**src/rtl/maxpool_stream_20_2.sv**
```systemverilog
// rtl/maxpool_stream_20_2.sv - streaming 1-D max-pool, non-overlapping windows of WIN words
module maxpool_stream_20_2 #(
  parameter int T    = 20,
  parameter int N_IN = 13,
  parameter int WIN  = 2
) (
  input  logic         clk,
  input  logic         reset,
  input  logic [T-1:0] s_data_in_y,
  input  logic         s_valid_y,
  output logic         s_ready_y,
  output logic [T-1:0] m_data_out_z,
  output logic         m_valid_z,
  input  logic         m_ready_z
);

  localparam int N_OUT = N_IN / WIN;
  localparam int LIM   = N_OUT * WIN;
  localparam int CW    = $clog2(N_IN + 1);
  localparam int WCW   = $clog2(WIN + 1);

  localparam logic [CW-1:0]  IN_LAST  = CW'(N_IN - 1);
  localparam logic [CW-1:0]  IN_LIM   = CW'(LIM);
  localparam logic [WCW-1:0] WIN_LAST = WCW'(WIN - 1);

  logic [CW-1:0]  in_cnt_q, in_cnt_d;
  logic [WCW-1:0] win_cnt_q, win_cnt_d;
  logic [T-1:0]   run_max_q, run_max_d;
  logic [T-1:0]   data_q, data_d;
  logic           valid_q, valid_d;

  logic           acc;
  logic           xfer;
  logic           discard;
  logic           take_new;
  logic [T-1:0]   cand;

  // The single output register may be refilled in the same cycle it drains.
  assign s_ready_y    = ~valid_q | m_ready_z;
  assign acc          = s_valid_y & s_ready_y;
  assign xfer         = valid_q & m_ready_z;
  assign m_data_out_z = data_q;
  assign m_valid_z    = valid_q;

  // Tail words beyond the last full window are accepted but never pooled.
  assign discard = (in_cnt_q >= IN_LIM);

  // First word of a window overwrites run_max so a stale value is never compared.
  assign take_new = (win_cnt_q == '0) || ($signed(s_data_in_y) > $signed(run_max_q));
  assign cand     = take_new ? s_data_in_y : run_max_q;

  // Next-state: counters advance on accept, window completion loads the output register.
  always_comb begin
    in_cnt_d  = in_cnt_q;
    win_cnt_d = win_cnt_q;
    run_max_d = run_max_q;
    data_d    = data_q;
    valid_d   = valid_q;
    if (xfer) begin
      valid_d = 1'b0;
    end
    if (acc) begin
      in_cnt_d = (in_cnt_q == IN_LAST) ? '0 : in_cnt_q + CW'(1);
      if (!discard) begin
        if (win_cnt_q == WIN_LAST) begin
          data_d    = cand;
          valid_d   = 1'b1;
          win_cnt_d = '0;
        end else begin
          run_max_d = cand;
          win_cnt_d = win_cnt_q + WCW'(1);
        end
      end
      // Vector boundary always realigns the window so vectors never share a window.
      if (in_cnt_q == IN_LAST) begin
        win_cnt_d = '0;
      end
    end
  end

  // State register with synchronous reset that drops any partial window and pending output.
  always_ff @(posedge clk) begin
    if (reset) begin
      in_cnt_q  <= '0;
      win_cnt_q <= '0;
      run_max_q <= '0;
      data_q    <= '0;
      valid_q   <= 1'b0;
    end else begin
      in_cnt_q  <= in_cnt_d;
      win_cnt_q <= win_cnt_d;
      run_max_q <= run_max_d;
      data_q    <= data_d;
      valid_q   <= valid_d;
    end
  end

endmodule

```
**config.mk**
```make
export PLATFORM = sky130hd
export DESIGN_NAME = maxpool_stream_20_2
export DESIGN_NICKNAME = d
export VERILOG_FILES = /design/src/rtl/maxpool_stream_20_2.sv
export SDC_FILE = /design/constraint.sdc
export NUM_CORES = 1
export LEC_CHECK = 0
export ABC_AREA = 1
export ABC_CLOCK_PERIOD_IN_PS = 5650
export BUFFER_PORTS_ARGS = -buffer_cell sky130_fd_sc_hd__buf_4
export CAP_MARGIN = 15
export CORE_ASPECT_RATIO = 1.25
export CORE_UTILIZATION = 55
export DETAILED_ROUTE_END_ITERATION = 10
export PLACE_DENSITY = 0.78
export SYNTH_ARGS = -nofsm -noshare
export SYNTH_HDL_FRONTEND = slang
export SYNTH_SLANG_ARGS = --single-unit
```
**constraint.sdc**
```tcl
create_clock -name clk -period 5.65 [get_ports clk]
set_input_delay 1.13 -clock clk [delete_from_list [all_inputs] [get_ports clk]]
set_output_delay 1.13 -clock clk [all_outputs]
set_load 0.1 [all_outputs]
```
After elaboration in Yosys (flattened, before gate mapping)
Index checks and enable logic that the tools add are counted.

Memories kept: 0. Output and inout bits: 22. Memory bits (writable): 0. Bits in read-only memories: 0. Bits of input ports: 24. Flip-flop bits (word level): 47. Latch bits: 0.

Multiplexer cells: 9. Add/subtract/negate cells: 2. Eq/ne operators: 3. Shifts and indexed selects: 0. Bitwise operators: 6. $lt $le $gt $ge: 2. Reduce and logical (&&, ||, !) cells: 5. Multiply operators: 0. Divide/modulo/power cells: 0.

Operator list (number): 20-bit > comparator (1); 20-bit two-way mux (1); 2-bit two-way mux (3); 3-bit AND reduction (2); 4-bit by 1-bit adder with 4-bit output, second input constant (1); 4-bit equality test, second input constant (1); 4-bit greater-or-equal comparator, second input constant (1); 1-bit two-way mux (4); 4-bit two-way mux (1); 1-bit inverter (3); 2-bit by 1-bit adder with 2-bit output, second input constant (1); 1-bit AND (2); 2-bit by 1-bit equality test with 1-bit output, second input constant (1); 2-bit logical NOT (1); 2-bit by 1-bit != test with 1-bit output, second input constant (1); 2-bit AND reduction (1); 1-bit logical OR (1); 1-bit bitwise OR (1).

Longest topological paths before layout
Gate-level depths: netlist of the first run.

Word-level depth: 5. Depth in mapped cells: 18. Mapped depth without buffers: 17.

Worst setup path after synthesis of the first run
Ideal clock, no wire load.

Path type: input port to flip-flop. Start: input port m_ready_z. End: register data_q[0], in the netlist m_data_out_z[0]. Arrival: 2.567 ns. Buffers on the path: 1. Required time: 5.541 ns. Cell stages on the path: 10. Path slack: 2.974 ns. Setup time: 0.109 ns. Cells stage by stage: nor2_1 inv_2 nand2_2 nor2_1 inv_1 nor2_1 clkbuf_1 nand3_1 nand2_1 inv_1.

Longest elaborated chain between the ends: 3.

RTL lines: start, declared (line 14) `input logic m_ready_z`; 1-bit bitwise OR (line 39) `assign s_ready_y = ~valid_q | m_ready_z;`; net s_ready_y (line 11) `output logic s_ready_y,`; 1-bit AND (line 40) `assign acc = s_valid_y & s_ready_y;`; 3-bit AND reduction (no source line); end signal, assigned (line 93) `data_q <= data_d;`; end, declared (line 29) `logic [T-1:0] data_q, data_d;`.

The timed path passes the listed nets, and every way through them passes these cells. A chain may end at the register's enable or synchronous reset.

Worst setup path after layout of the first run
Start: input port s_data_in_y[19]. End: register data_q[7], in the netlist m_data_out_z[7].

Longest elaborated chain between the ends: 3.

RTL lines: start, declared (line 9) `input logic [T-1:0] s_data_in_y,`; 20-bit > comparator (line 49) `assign take_new = (win_cnt_q == '0) || ($signed(s_data_in_y) > $signed(run_max_q));`; 1-bit logical OR (line 49); 20-bit two-way mux (line 50) `assign cand = take_new ? s_data_in_y : run_max_q;`.

Every way passes these cells.

==> flow_summary.ini, run 1 <==
[die]
row_count = 28
die_x_um = 65.3
core-area_mm2 = 0.00476
io_pins = 46
die_y_um = 81.1
initial_core_util_pct = 57.7
die-area_mm2 = 0.00529

[yosys]
syn-cell-area_mm2 = 0.00275
synth_top_family_by_area = simple AND/OR/NAND/NOR gates
syn_nets = 476
syn_inst = 430
ys_ff_latch = 47
synth_adder_area_share_pct = 10.0
yosysWarnings = 0
synth_cell_type_count = 23
synth-xor-area-share_pct = 0.637
synthTopCellsByArea = dfxtp_1, nand2_1, nand3_1
synth_compound_area_share_pct = 6.28
synth_seq_area_share_pct = 34.2
synth-simple-area-share_pct = 34.5
synth_mux_area_share_pct = 0
syn_avg_cell_area_um2 = 6.40
synth_top_cell_by_area = dfxtp_1
synth_top_area_share_pct = 34.2

[clocking]
cts-root-buf = clkbuf_8
clock_sinks = 47
cts_made_buffers = 5
cts_setup_buffers = 0
clockBufferDepth = 2
cts_tree = built
h-tree-depth = 2
cts.clk_slew.worst_paths_ns = 0.08
clkLatencyLatePin_ns = 0.30
cts_hold_buf = 0
cts_resized = 0

[setup_path]
startpoint_type = input pin
cp_top_family = simple AND/OR/NAND/NOR gates
critPathMaxFanout = 21
worstSetupPathType = input pin to flop
cp_data_arrival_time_ns = 3.68
slowest_stage = nand2_1
worstPathRequired_ns = 5.90
crit_chain = buf_4 -> ha_1 -> nand2_1 -> nor2_2 -> nand2_1 -> nor2_2 -> nand2_1 -> nand4_1 -> nand3_2 -> nand2_1 -> nand2_1 -> nand3_1 -> nand2_1 -> inv_1
cpPeakStageDelay_ns = 0.71
path_buf_inv = 2
crit_path_end_kind = flop
cp_common_cell = nand2_1

[detailed_routing]
post_drt_wl_per_cell_um = 11.1
drc = 0
drt_iter0_markers = 185
drtAntennaViolNets = 0
drt_pre_antenna_iters = 5
wl_um = 5840
vias_per_cell = 5.01
vias = 2635

[worst_hold_path]
worstHoldPathType = flop to flop

[grt]
grt_max_degree = 46
grt_usage_pct = 23.8
gr-total-overflow = 0
antenna_found_initial = 0
grt_pass1_wl_um = 9920
grt_pass1_vias = 2378

[power_and_ir_drop]
max-vdd-ir-drop_v = 0.000176
power_mw = 0.846
leakage_nw = 1.78
power.density_mw_per_mm2 = 266

[sta]
whs_ns = 0.467
finalCritPeriodShare_pct = 60.7
min_period_ns = 3.43
finalHoldViolations = 0
rsz0062_at_grt = no
fin_worst_skew_ns = 0.00342
finalSetupTns_ns = 0
max_freq_mhz = 292
slew_headroom_pct = 32.0
slew_violations = 0
final-setup-viol-count = 0
tightest_slew_ns = 1.02

[placement]
place_congestion = 0.801
hpwl_um = 4080
portBuffers = 45

[finish]
final_common_cell = nand2_1
nFillCells = 462
final_cell_mix = nand2_1, inv_1, nand3_1, nor2_1, dfxtp_1
fin_nets = 511
areaGrowthSynthToFinish_pct = 15.8
antenna_cells = 0
multi_input_area_mm2 = 0.00142
register_area_um2 = 941
drive_above_1_share_pct = 13.1

[job]
max-cap-violations = 0

[outcome]
outcome = completed
-- flip-flops by register name (all words and copies together) (netlist names) --
register      count
win_cnt_q         2
m_valid_z         1
m_data_out_z     20
run_max_q        20
in_cnt_q          4
-- Yosys cell counts, drive strengths merged --
master and n:
a211oi 1, a21o 1, a21oi 28, buf 9
clkbuf 9, dfxtp 47, ha 22, inv 82
nand2 100, nand3 63, nand4 2, nor2 60
nor3 1, o21ai 2, o21bai 1, xnor2 1
xor2 1
-- tightest hold or removal path, delay by kind of cell, from the launching register on --
family | cells | cell delay, ns
compound gates | 1 | 0.05
simple gates | 1 | 0.06
flops | 1 | 0.31
-- worst paths after layout --
check | from | endpoint | slack [ns] | cells past startpoint
worst max-delay path | s_data_in_y[19] | m_data_out_z[7]$_SDFFE_PP0P_ | 2.22 | 14
worst min register to register | win_cnt_q[0]$_SDFFE_PP0P_ | win_cnt_q[0]$_SDFFE_PP0P_ | 0.47 | 2
worst min-delay path | win_cnt_q[0]$_SDFFE_PP0P_ | win_cnt_q[0]$_SDFFE_PP0P_ | 0.47 | 2
worst max register to register | run_max_q[19]$_SDFFE_PP0P_ | m_data_out_z[7]$_SDFFE_PP0P_ | 2.77 | 14
-- layer usage --
metal / up-vias / wire length (µm) / global-route usage (%)
li1: 1386 / - / -
met1: 1176 / 2580 / 26.8
met2: 62 / 2910 / 44.1
met3: 11 / 266 / 3.93
met4: 0 / 92 / 9.13
met5: - / 0 / 0
-- metrics by stage --
stage | instance area [µm²] | setup WS (ns) | instances | utilization (%)
3_3_place_gp | 3090 | 1.99 | 518 | 64.8
4_1_cts | 3190 | 2.21 | 526 | 66.9
2_1_floorplan | 2750 | 2.97 | 430 | -
6_report | 3190 | 2.22 | 526 | 66.9
5_1_grt | 3190 | 1.95 | 526 | 66.9
3_5_place_dp | 3090 | 1.91 | 518 | 64.8
-- power by group --
| part | switching, mW | total [mW] | leakage, nW | internal [mW] |
|---|---|---|---|---|
| clock | 0.107 | 0.219 | 0.0515 | 0.112 |
| combinational | 0.183 | 0.258 | 1.34 | 0.0755 |
| sequential | 0.0131 | 0.369 | 0.387 | 0.356 |
| total | 0.303 | 0.846 | 1.78 | 0.543 |
-- kinds of logic (layout without fill, tap and decap cells) --
kind of cell / after synthesis / count (layout)
xor+xnor: 2 / 2
fa+ha+maj: 22 / 22
compound gates: 33 / 33
simple gates: 226 / 226
buf+inv: 100 / 136
flops: 47 / 47
-- cell type report --
| type | instances | area share (%) |
|---|---|---|
| Timing Repair Buffer | 46 | 10.8 |
| Sequential cell | 47 | 29.5 |
| Tap cell | 60 | 2.36 |
| Inverter | 82 | 9.66 |
| Multi-Input combinational cell | 283 | 44.5 |
| Clock buffer | 8 | 3.14 |
Note: power is estimated with default switching activity, not from simulation.
==> run 2: changes to the inputs <==
Settings changed: ABC_CLOCK_PERIOD_IN_PS 5650 to 2800, CORE_UTILIZATION 55 to 51, PLACE_DENSITY 0.78 to 0.76.
Clock period 5.65 ns to 2.8 ns, I/O delays scaled along.
==> run 2 against run 1 <==
Core utilization decreased by 3.8 points. Largest cell class unchanged. Global-route usage down 0.63 points. First-iteration DRC count down 0.54%. Wire length rose by 4.5%.
==> flow_summary.ini, run 2 (synthesis gave the netlist of run 1 again) <==
[finish]
final_cell_mix = nand2_1, inv_1, nand3_1, nor2_1, buf_4
fin_nets = 518
areaGrowthSynthToFinish_pct = 17.2
drive_above_1_share_pct = 14.6
nFillCells = 501
stdcell_count = 535
antenna_cells = 0
final_common_cell = nand2_1

[clocking]
cts_setup_buffers = 0
h-tree-depth = 2
clkLatencyLatePin_ns = 0.30
cts_made_buffers = 5
cts_hold_buf = 0
cts.clk_slew.worst_paths_ns = 0.09
clock_sinks = 47
cts_tree = built
cts-root-buf = clkbuf_8
cts_resized = 0
clockBufferDepth = 2

[grt]
grt_pass1_wl_um = 10300
grt_usage_pct = 23.2
grt_pass1_vias = 2476
antenna_found_initial = 0
gr-total-overflow = 0
grt_max_degree = 46

[placement]
dp.cells = 527
place_congestion = 0.807
hpwl_um = 4340
pre_cts_ws_ns = 0.405
portBuffers = 45

[setup_path]
startpoint_type = flop
worstSetupPathType = flop to flop
crit_path_end_kind = flop
rr_worst_depth = 16
worstPathRequired_ns = 3.00
rrSetupSlack_ns = 0.72
critPathMaxFanout = 10
cp_data_arrival_time_ns = 2.27
timing.rr.end = m_data_out_z[9]$_SDFFE_PP0P_
critPathCapture = m_data_out_z[9]$_SDFFE_PP0P_
r2r-start = run_max_q[19]$_SDFFE_PP0P_
crit_start = run_max_q[19]$_SDFFE_PP0P_

[worst_hold_path]
worstHoldPathType = flop to flop

[sta]
fin_worst_skew_ns = 0.00902
whs_ns = 0.464
min_period_ns = 2.08
slew_violations = 0
max_freq_mhz = 482
tightest_slew_ns = 0.482
slew_headroom_pct = 67.9
final-setup-viol-count = 0
finalWorstSetupSlack_ns = 0.725
finalSetupTns_ns = 0
finalCritPeriodShare_pct = 74.1
finalHoldViolations = 0
rsz0062_at_grt = no

[detailed_routing]
wl_met2_um = 3010
wl_met3_um = 270
vias_per_cell = 4.96
wl_met1_um = 2750
drtAntennaViolNets = 0
wl_um = 6100
drc = 0
highest_layer = met4
drt_pre_antenna_iters = 4
drt_iter0_markers = 184
vias = 2656
post_drt_wl_per_cell_um = 11.4

[power_and_ir_drop]
leakage_nw = 1.81
power.density_mw_per_mm2 = 522
max-vdd-ir-drop_v = 0.000353

[job]
max-cap-violations = 0

[die]
die-area_mm2 = 0.00569
row_count = 29
die_y_um = 84.1
die_x_um = 67.7
io_pins = 46
core-area_mm2 = 0.00512
initial_core_util_pct = 53.8

[outcome]
outcome = completed
==> run 2: routing by layer <==
layer | GRT usage (%) | vias up
met5 | 0 | -
met4 | 7.54 | 0
met3 | 4.37 | 5
met1 | 26.5 | 1184
li1 | - | 1407
met2 | 41.4 | 60
==> run 2: stage by stage <==
step                      power, mW  cell area, µm²  util (%)
after detailed placement       1.30            3140      61.4
final                          1.68            3220      63.0
after floorplan                1.16            2750         -
after global placement         1.29            3140      61.4
after CTS                      1.70            3220      63.0
after global routing           1.79            3220      63.0
==> run 2: power breakdown <==
part	switching, mW	internal (mW)	total, mW
registers	0.0267	0.718	0.745
logic	0.375	0.168	0.543
clock network	0.226	0.171	0.397
==> run 2: cell type report <==
| class | instances | area (µm²) | share of cell area (%) |
|---|---|---|---|
| inverter | 82 | 308 | 9.55 |
| multi-input combinational | 283 | 1420 | 43.9 |
| timing repair buffer | 53 | 398 | 12.3 |
| tap | 62 | 77.6 | 2.41 |
| clock buffer | 5 | 68.8 | 2.13 |
| sequential | 47 | 941 | 29.2 |
| clock inverter | 3 | 15.0 | 0.466 |
==> run 2: critical path, cell delays in order, from the launching register on <==
cell     delay, ns
dfxtp_1       0.34
inv_1         0.06
ha_1          0.33
nand2_1       0.09
nor2_2        0.12
nand2_1       0.09
nor2_2        0.13
nand2_1       0.08
nand3_1       0.08
nand2_1       0.06
nand3_2       0.08
nand2_1       0.07
buf_4         0.20
nand2_1       0.09
nand3_1       0.08
nand2_1       0.07
inv_1         0.03
==> run 2: how the worst min path moves through the flow <==
stage / endpoint / cells past startpoint / start
6_report: win_cnt_q[0]$_SDFFE_PP0P_ / 2 / win_cnt_q[0]$_SDFFE_PP0P_
2_1_floorplan: win_cnt_q[1]$_SDFFE_PP0P_ / 2 / win_cnt_q[1]$_SDFFE_PP0P_
4_1_cts: win_cnt_q[0]$_SDFFE_PP0P_ / 2 / win_cnt_q[0]$_SDFFE_PP0P_
3_3_place_gp: win_cnt_q[1]$_SDFFE_PP0P_ / 2 / win_cnt_q[1]$_SDFFE_PP0P_
3_5_place_dp: win_cnt_q[0]$_SDFFE_PP0P_ / 2 / win_cnt_q[0]$_SDFFE_PP0P_
5_1_grt: win_cnt_q[0]$_SDFFE_PP0P_ / 2 / win_cnt_q[0]$_SDFFE_PP0P_
==> run 3: changes to the inputs <==
Settings changed: ABC_CLOCK_PERIOD_IN_PS 2800 to 1710.
Clock period 2.8 ns to 1.71 ns, I/O delays scaled along.
==> run 3 against run 2 <==
The run now ends with negative setup slack left. Count of clock-buffer cells in the layout is 2 higher. Sequential power increased by 65%. Register-to-register slack lost 1.1 ns. Worst setup slack lost 1.1 ns. Flip-flop and latch count unchanged. Design area up 28%. Hold slack got worse by 0.16 ns. Critical endpoint is now run_max_q[17]$_SDFFE_PP0P_. Sequential share of layout area fell by 5.7 points. Wire length grew 38%. Non-clock buffer count up 29. Combinational power grew 140%. Largest cell class unchanged. Die area stayed put.
==> flow_summary.ini, run 3 (synthesis gave the netlist of run 1 again) <==
[outcome]
outcome = finished with violations
violations = negative setup slack

[detailed_routing]
wl_um = 8450
drt_pre_antenna_iters = 4
drt_iter0_markers = 184
vias = 3013
post_drt_wl_per_cell_um = 15.0
vias_per_cell = 5.34
drc = 0
drtAntennaViolNets = 0

[clocking]
clockBufferDepth = 2
cts_tree = built
clock_sinks = 47
cts.clk_slew.worst_paths_ns = 0.09
cts-root-buf = clkbuf_8
clkLatencyLatePin_ns = 0.30
cts_made_buffers = 5
h-tree-depth = 2

[finish]
fin_nets = 547
stdcell_area_mm2 = 0.00411
final_cell_mix = buf_4, inv_1, nand2_1, nor2_1, nand3_1
areaGrowthSynthToFinish_pct = 49.5
nFillCells = 313
stdcell_count = 564
drive_above_1_share_pct = 44.4
final_common_cell = buf_4
antenna_cells = 0

[grt]
gr-total-overflow = 0
grt_pass1_vias = 2760
grt_usage_pct = 26.9
antenna_found_initial = 0
grt_max_degree = 30
grt_pass1_wl_um = 11900

[setup_path]
cp_top_family = simple AND/OR/NAND/NOR gates
crit_cells = 16
worstPathRequired_ns = 1.91
cpPeakStageDelay_ns = 0.36
worstSetupPathType = flop to flop
crit_path_end_kind = flop
critPathMaxFanout = 5
rr_worst_depth = 16
slowest_stage = dfxtp_2
cp_data_arrival_time_ns = 2.29
startpoint_type = flop
crit_chain = inv_2 -> ha_4 -> nand2_4 -> nor2_4 -> nand2_2 -> nor2_4 -> nand2_2 -> nand3_2 -> nand2_2 -> nand3_4 -> nand2_4 -> buf_8 -> nand2_4 -> nand3_2 -> nand2_1 -> inv_1
path_buf_inv = 3

[sta]
finalCritPeriodShare_pct = 122
finalHoldViolations = 0
slew_violations = 0
slew_headroom_pct = 77.2
final-setup-viol-count = 40
min_period_ns = 2.08
fin_worst_skew_ns = 0.00628
tightest_slew_ns = 0.343
finalSetupTns_ns = -12.94
rsz0062_at_grt = yes
max_freq_mhz = 480
finalWorstSetupSlack_ns = -0.374

[placement]
place_congestion = 0.813
portBuffers = 45
dp.cells = 549
place_area_mm2 = 0.00347
hpwl_um = 4630

[power_and_ir_drop]
swShare_pct = 38.6
p_switching_mw = 1.26
power_mw = 3.25
leakage_nw = 2.07
p_seq_share_pct = 37.9
max-vdd-ir-drop_v = 0.000564
combPwrFrac_pct = 40.2
p_clk_share_pct = 21.9
power.density_mw_per_mm2 = 791
p_int_mw = 2.00

[worst_hold_path]
hold_path_depth = 4
worstHoldPathType = input pin to flop

[die]
die_y_um = 84.1
die_x_um = 67.7
row_count = 29
core-area_mm2 = 0.00512
die-area_mm2 = 0.00569
initial_core_util_pct = 53.8
io_pins = 46

[job]
max-cap-violations = 0
run 3: cell count changes in the layout (fill, tap and decap cells not counted), sizes merged:
cell    delta
clkinv     -2
bufinv     +1
clkbuf     +3
inv        -1
buf       +28
run 3: path summary, 6_finish.rpt:
kind	slack, ns	to	startpoint
max	-0.37	run_max_q[17]$_SDFFE_PP0P_	run_max_q[17]$_SDFFE_PP0P_
max reg2reg	-0.37	run_max_q[17]$_SDFFE_PP0P_	run_max_q[17]$_SDFFE_PP0P_
min	0.31	m_valid_z$_SDFF_PP0_	m_ready_z
min reg2reg	0.46	win_cnt_q[0]$_SDFFE_PP0P_	win_cnt_q[0]$_SDFFE_PP0P_
run 3: worst min-delay path: cells and delay by family:
family	cells	cell delay, ns
buffers and inverters	1	0.08
AND/OR/NAND/NOR	3	0.16
run 3: cell type report:
| type | instances | area (µm²) | share of cell area, % |
|---|---|---|---|
| flip-flops and latches | 47 | 966 | 23.5 |
| repair buffers | 82 | 686 | 16.7 |
| well taps | 62 | 77.6 | 1.89 |
| inverters | 82 | 324 | 7.88 |
| clock buffers | 7 | 86.3 | 2.10 |
| multi-input cells | 283 | 1970 | 47.9 |
| clock inverters | 1 | 5.00 | 0.122 |
run 3: power by group through the flow:
| stage | clock (mW) | sequential [mW] | combinational (mW) |
|---|---|---|---|
| after CTS | 0.724 | 1.23 | 1.13 |
| after global placement | 0 | 1.24 | 0.987 |
| after detailed placement | 0 | 1.25 | 1.01 |
| after global routing | 0.745 | 1.24 | 1.40 |
| after floorplan | 0 | 1.46 | 0.502 |
| final | 0.712 | 1.23 | 1.31 |
run 3: per-layer routing:
metal  up-vias  GRT usage, %  wire (µm)
li1       1462             -          -
met1      1379          31.4       3160
met2       133          47.5       4380
met3        39          4.92        537
met4         0          8.70        371
met5         -             0          0
run 3: timing repair:
action | CTS | global route
hold buffers | 0 | 0
gates resized for setup | 63 | 54
pin swaps | 11 | 41
buffers inserted | 2 | 4
gates cloned | 0 | 1
setup endpoints to repair | 40 | 40
run 3: through the flow:
step	util (%)	hold WS (ns)	worst slack (ns)
2_1_floorplan	-	0.439	-0.0241
3_3_place_gp	67.8	0.449	-0.329
3_5_place_dp	67.8	0.452	-0.386
4_1_cts	74.8	0.307	-0.236
5_1_grt	80.4	0.327	-0.459
6_report	80.4	0.307	-0.374
